`src/rtl/imem_loader_pkg.sv`:
```
// Shared definitions for the instruction-memory loader.
// Holds the memory depth and the loader FSM state encoding.
package imem_loader_pkg;

  localparam int IMEM_DEPTH = 100;

  typedef enum logic [1:0] {
    ST_IDLE,
    ST_RECV,
    ST_WRITE,
    ST_DONE
  } loader_state_e;

endpackage

```
`src/rtl/imem_loader_word_packer.sv`:
```
// Little-endian byte-to-word assembler: shift register + 2-bit count.
// Ports: byte_in/byte_valid in, clear in, word (incl. current byte), word_full.
module word_packer (
  input  logic        clk,
  input  logic        rst_n,
  input  logic [7:0]  byte_in,
  input  logic        byte_valid,
  input  logic        clear,
  output logic [31:0] word,
  output logic        word_full
);

  logic [31:0] word_q, word_d;
  logic [1:0]  cnt_q, cnt_d;

  // Shifting in from the top leaves the first byte in bits 7:0
  // after four accepts; word already includes the byte being accepted.
  assign word      = byte_valid ? {byte_in, word_q[31:8]} : word_q;
  assign word_full = byte_valid && (cnt_q == 2'd3);

  always_comb begin
    word_d = word_q;
    cnt_d  = cnt_q;
    if (clear) begin
      word_d = '0;
      cnt_d  = '0;
    end else if (byte_valid) begin
      word_d = word;
      cnt_d  = cnt_q + 2'd1;
    end
  end

  always_ff @(posedge clk or negedge rst_n) begin
    if (!rst_n) begin
      word_q <= '0;
      cnt_q  <= '0;
    end else begin
      word_q <= word_d;
      cnt_q  <= cnt_d;
    end
  end

endmodule

```
`src/rtl/imem_loader.sv`:
```
// Streams host bytes into instruction memory as 32-bit words, stalling fetch.
// Ports: start/len request, s_data/s_valid/s_ready stream, mem_* write, busy/done/err.
module imem_loader
  import imem_loader_pkg::*;
#(
  parameter int DEPTH = IMEM_DEPTH,
  parameter int LEN_W = 7
) (
  input  logic             clk,
  input  logic             reset,
  input  logic             start,
  input  logic [LEN_W-1:0] len,
  input  logic [7:0]       s_data,
  input  logic             s_valid,
  output logic             s_ready,
  output logic             mem_we,
  output logic [31:0]      mem_addr,
  output logic [31:0]      mem_wdata,
  output logic             busy,
  output logic             done,
  output logic             err
);

  localparam logic [LEN_W-1:0] ONE = LEN_W'(1);

  loader_state_e    state_q, state_d;
  logic [LEN_W-1:0] len_q, len_d;
  logic [LEN_W-1:0] idx_q, idx_d;
  logic             we_q, we_d;
  logic [31:0]      addr_q, addr_d;
  logic [31:0]      wdata_q, wdata_d;
  logic             done_q, done_d;
  logic             err_q, err_d;

  logic             pk_clear;
  logic             pk_full;
  logic [31:0]      pk_word;
  logic             acc;

  assign s_ready   = (state_q == ST_RECV);
  assign busy      = (state_q == ST_RECV) || (state_q == ST_WRITE);
  assign acc       = s_valid && s_ready;
  assign mem_we    = we_q;
  assign mem_addr  = addr_q;
  assign mem_wdata = wdata_q;
  assign done      = done_q;
  assign err       = err_q;

  word_packer u_pack (
    .clk        (clk),
    .rst_n      (reset),
    .byte_in    (s_data),
    .byte_valid (acc),
    .clear      (pk_clear),
    .word       (pk_word),
    .word_full  (pk_full)
  );

  always_comb begin
    state_d  = state_q;
    len_d    = len_q;
    idx_d    = idx_q;
    we_d     = 1'b0;
    addr_d   = addr_q;
    wdata_d  = wdata_q;
    done_d   = 1'b0;
    err_d    = 1'b0;
    pk_clear = 1'b0;
    unique case (state_q)
      ST_IDLE: begin
        if (start) begin
          if (len == '0 || int'(len) > DEPTH) begin
            err_d = 1'b1;
          end else begin
            len_d    = len;
            idx_d    = '0;
            pk_clear = 1'b1;
            state_d  = ST_RECV;
          end
        end
      end
      ST_RECV: begin
        // Register the write on the 4th byte so mem_we
        // appears the cycle the FSM sits in WRITE.
        if (pk_full) begin
          we_d    = 1'b1;
          addr_d  = 32'(idx_q);
          wdata_d = pk_word;
          state_d = ST_WRITE;
        end
      end
      ST_WRITE: begin
        pk_clear = 1'b1;
        if (idx_q == len_q - ONE) begin
          done_d  = 1'b1;
          state_d = ST_DONE;
        end else begin
          idx_d   = idx_q + ONE;
          state_d = ST_RECV;
        end
      end
      ST_DONE: begin
        state_d = ST_IDLE;
      end
    endcase
  end

  always_ff @(posedge clk or negedge reset) begin
    if (!reset) begin
      state_q <= ST_IDLE;
      len_q   <= '0;
      idx_q   <= '0;
      we_q    <= 1'b0;
      addr_q  <= '0;
      wdata_q <= '0;
      done_q  <= 1'b0;
      err_q   <= 1'b0;
    end else begin
      state_q <= state_d;
      len_q   <= len_d;
      idx_q   <= idx_d;
      we_q    <= we_d;
      addr_q  <= addr_d;
      wdata_q <= wdata_d;
      done_q  <= done_d;
      err_q   <= err_d;
    end
  end

endmodule

```
`config.mk`:
```
export PLATFORM = sky130hd
export DESIGN_NAME = imem_loader
export DESIGN_NICKNAME = d
export VERILOG_FILES = /design/src/rtl/imem_loader_pkg.sv /design/src/rtl/imem_loader_word_packer.sv /design/src/rtl/imem_loader.sv
export SDC_FILE = /design/constraint.sdc
export NUM_CORES = 1
export LEC_CHECK = 0
export CORE_MARGIN = 1.5
export CORE_UTILIZATION = 50
export DETAILED_ROUTE_END_ITERATION = 16
export PLACE_DENSITY = 0.79
export REMOVE_ABC_BUFFERS = 1
export SETUP_SLACK_MARGIN = 0.3
export SYNTH_ARGS = -nofsm -noshare
export SYNTH_HDL_FRONTEND = slang
export SYNTH_SLANG_ARGS = --single-unit
```
`constraint.sdc`:
```
create_clock -name clk -period 2.6 [get_ports clk]
set_input_delay 0.39 -clock clk [delete_from_list [all_inputs] [get_ports clk]]
set_output_delay 0.39 -clock clk [all_outputs]
set_load 0.02 [all_outputs]
```
==> results.env <==
CTS_MADE_BUFFERS=9
REGISTER_BIT_COUNT_REPORTED_BY_YOSYS=84
SYNTH_FLOP_CELL='sky130_fd_sc_hd__dfrtp_1'
MOSTFREQUENTLAYOUTCELL='sky130_fd_sc_hd__dfrtp_1'
ROUTE.VIAS.TOTAL=2616
FINALCOREUTILIZATION=0.621
GLOBAL_ROUTE.USAGE.TOTAL=0.182
POSTROUTEANTENNANETS=0
CLK_PIN_SLEW_NS=0.09
SYNTH-ADDER-AREA-SHARE=0.0191
TIMING_WORST_SLEW_PIN_VALUE_NS=0.503
DIE_WIDTH_UM=91.7
INITIAL_UTIL=0.512
CLOCK_INSERTION_DELAY_WORST_SKEW_NS=0.35
ANTENNA_FOUND_INITIAL=0
PATH_CELLS='inv_1, ha_2, nand2b_1, a21oi_1, a311o_1, a211oi_2, buf_4, o21ai_0, a32o_1'
GRT_MAX_DEGREE=48
SYNTH_TOP_CELLS_BY_AREA='sky130_fd_sc_hd__dfrtp_1 (53%), sky130_fd_sc_hd__mux2_2 (13%), sky130_fd_sc_hd__nand2_1 (6.1%), sky130_fd_sc_hd__a21oi_2 (4.9%), sky130_fd_sc_hd__buf_4 (4.8%)'
LEAKAGE_POWER_TOTAL_nW=2.15
LARGEST_FAMILY_OF_LOGIC_CELLS_BY_SYNTHESIZED_AREA='multiplexers'
MAX-VDD-IR-DROP_V=0.000425
WORST-ENDPOINT-REQUIRED_NS=2.84
AREA_FRACTION_IN_COMPOUND_GATES_AFTER_SYNTHESIS=0.0992
FILL_CELLS=605
CRITICAL-PATH-MAX-STAGE-DELAY_NS=0.42
GLOBALROUTEOVERFLOWTOTAL=0
STATUS='finished, violations left'
LAYOUT.CELLS.NON_FILLER=514
WORSTSETUPSTARTPOINTTYPE='register'
POWER.DENSITY_CELL_AREA_mW_PER_MM2=837
NUMBER_OF_SINKS_HANDLED_BY_CLOCK_TREE_SYNTHESIS=84
FINAL_MAX_SLEW_VIOL_COUNT=0
DETAILEDROUTE.FIRSTPASSITERATIONCOUNT=4
YS_WARNINGS=0
ROUTEDWLPERCELL_UM=14.1
DRV_CAP=0
POST_SYNTH_XOR_AREA_FRACTION=0.0200
BOUNDARYPINS=88
VIAS_PER_CELL=5.09
CRITICAL-PATH-SLOWEST-CELL='sky130_fd_sc_hd__dfrtp_1'
SYN_AVG_CELL_AREA_UM2=11.4
DP_CELLS=498
DESIGN_AREA_FINAL_MM2=0.00477
FP-ROW-COUNT=32
SETUP_VIOL_COUNT_FINAL=0
RSZ0062_AT_GRT='no'
ANTENNA_CELLS=0
SLEW_HEADROOM=0.665
SYNTHCELLS=345
FAILED_CHECKS='hold timing'
FINAL_MIN_PERIOD_OVER_CLOCK_PERIOD=0.836
AREA_GROWTH_PCT=21.2
POST_ROUTE_CELLS_DRIVE_ABOVE_1_SHARE=0.243
SYNTH_SEQ_AREA_SHARE=0.534
PLACEMENT.CELL_AREA_MM2=0.00456
CLOCKBUFFERDEPTH=2
SYNTH.CELL_AREA_MM2=0.00394
FINAL_HOLD_VIOS=6
TIMING.CRITICAL_PATH.TO_TYPE='register'
DIE_AREA_MM2=0.00841
FIRST_GLOBAL_VIAS=2593
DP_HPWL_UM=5000
CORE_MM2=0.00769
ROUTE.DETAILED.DRC=0
POST_SYNTH_MUX_AREA_SHARE=0.131
BUFFER_PORTS.INSERTED=62
GRT_PASS1_WL_UM=12100
CTS_POST_SETUP_BUFFERS_INSERTED=0
CTSHTREEMAXLEVEL=3
SYNTH.TOP_CELL.AREA_SHARE=0.534
TOTAL_POWER_OF_THE_FINAL_LAYOUT_mW=4.00
POSTROUTEWIRELENGTH_UM=7240
FINISH.NET_COUNT=432
FINAL.MIN_CLOCK_PERIOD_NS=2.17
SKEW_NS=0.0154
POST-SYNTH-TOP-AREA-CELL='sky130_fd_sc_hd__dfrtp_1'
WORSTHOLDPATHTYPE='input port to async pin'
YOSYS.AREA_SHARE.SIMPLE=0.109
CRIT_TYPE='register to register'
CTS_TREE='yes'
CTS-ROOT-BUF='sky130_fd_sc_hd__clkbuf_8'
TIMING.SETUP.TNS_NS=0
NUMBER_OF_VIOLATIONS_REPORTED_AT_THE_END_OF_DETAILED_ROUTING_ITERATION_0=148
NUMBER_OF_ENABLE_FLIP_FLOP_CELLS_AFTER_SYNTHESIS=0
LARGEST_DRIVER_FANOUT_ON_THE_CRITICAL_PATH=12
YOSYSUNIQUECELLTYPES=44
FINALHOLDWORSTSLACK_NS=-0.00491
LAYOUT.CELLS.MOST_COMMON_LIST='sky130_fd_sc_hd__dfrtp_1 (84), sky130_fd_sc_hd__nand2_1 (63), sky130_fd_sc_hd__clkdlybuf4s50_1 (61)'
DIEHEIGHT_UM=91.7
CRITPATHARRIVALTIME_NS=2.42
MAX_CLOCK_FREQ_MHz=460
ASYNCSETRESETFLOPFRACSYNTH=1.00
ROUTABILITYCONGESTION=0.856
==> power by group <==
| part | internal [mW] | switching (mW) |
|---|---|---|
| sequential | 1.52 | 0.215 |
| clock | 0.452 | 0.473 |
| combinational | 0.563 | 0.767 |
| total | 2.54 | 1.46 |
==> cell families after synthesis <==
family	count (synthesis)
AO/OA/AOI/OAI	54
XOR/XNOR	9
adder cells (fa/ha/maj)	6
buffers and inverters	51
flip-flops	84
multiplexers	46
other	1
AND/OR/NAND/NOR	94
==> worst max-delay path, delay by kind of cell (launching register included) <==
kind	cells	cell delay [ns]
buffers and inverters	2	0.32
adders and majority gates	1	0.23
and+or+nand+nor	1	0.14
DFF	1	0.42
AOI/OAI and AO/OA	5	0.97
==> layout make-up <==
type | count | area (µm²) | share of cell area
Sequential cell | 84 | 2100 | 0.441
Multi-Input combinational cell | 234 | 1590 | 0.334
Timing Repair Buffer | 71 | 723 | 0.152
Clock buffer | 10 | 128 | 0.0268
Tap cell | 102 | 128 | 0.0268
Clock inverter | 6 | 71.3 | 0.0149
Inverter | 7 | 26.3 | 0.00551
==> repair_timing <==
action                                  4_1_cts  5_1_grt
gates resized for setup                       0        2
hold buffers                                  0        0
endpoints found under the setup margin        0        5
==> layer usage <==
layer	global-route usage	vias up	routed length [µm]
li1	-	1241	-
met1	0.240	1282	3280
met3	0.0357	14	315
met4	0.0885	0	158
met2	0.290	79	3490
met5	0	-	0
==> Yosys cell counts, drive strengths merged (5+ instances only) <==
cell    count
dfrtp      84
ha          6
mux2       44
nor2        5
xnor2       5
a21oi      31
o21ai      11
nand2      64
clkbuf      9
nand3       5
inv         7
buf        35
==> per-stage QoR <==
| stage | setup WS [ns] | hold WS [ns] |
|---|---|---|
| 2_1_floorplan | -0.418 | 0.0944 |
| 3_3_place_gp | 0.213 | 0.388 |
| 3_5_place_dp | 0.129 | 0.398 |
| 4_1_cts | 0.321 | 0.00478 |
| 5_1_grt | 0.332 | 0.0290 |
| 6_report | 0.426 | -0.00491 |
==> state kept, by name, summed over array words and instances (netlist names) <==
| signal | count |
|---|---|
| u_pack.cnt_q | 2 |
| state_q | 2 |
| done | 1 |
| mem_we | 1 |
| mem_addr | 7 |
| err | 1 |
| mem_wdata | 32 |
| idx_q | 7 |
| len_q | 7 |
| u_pack.word_q | 24 |
==> worst paths after layout <==
| check | slack [ns] | from | cells past startpoint | end |
|---|---|---|---|---|
| setup / recovery | 0.43 | len_q[0] | 9 | idx_q[5] |
| min in group clk | 0.51 | mem_wdata[3] | 1 | mem_wdata[3] |
| max in group asynchronous | 1.98 | reset | 2 | idx_q[3] |
| hold reg to reg | 0.51 | mem_wdata[3] | 1 | mem_wdata[3] |
| hold / removal | -0.005 | reset | 1 | mem_wdata[31] |
| setup reg to reg | 0.43 | len_q[0] | 9 | idx_q[5] |
No activity file was read; power rests on OpenSTA's default activity.
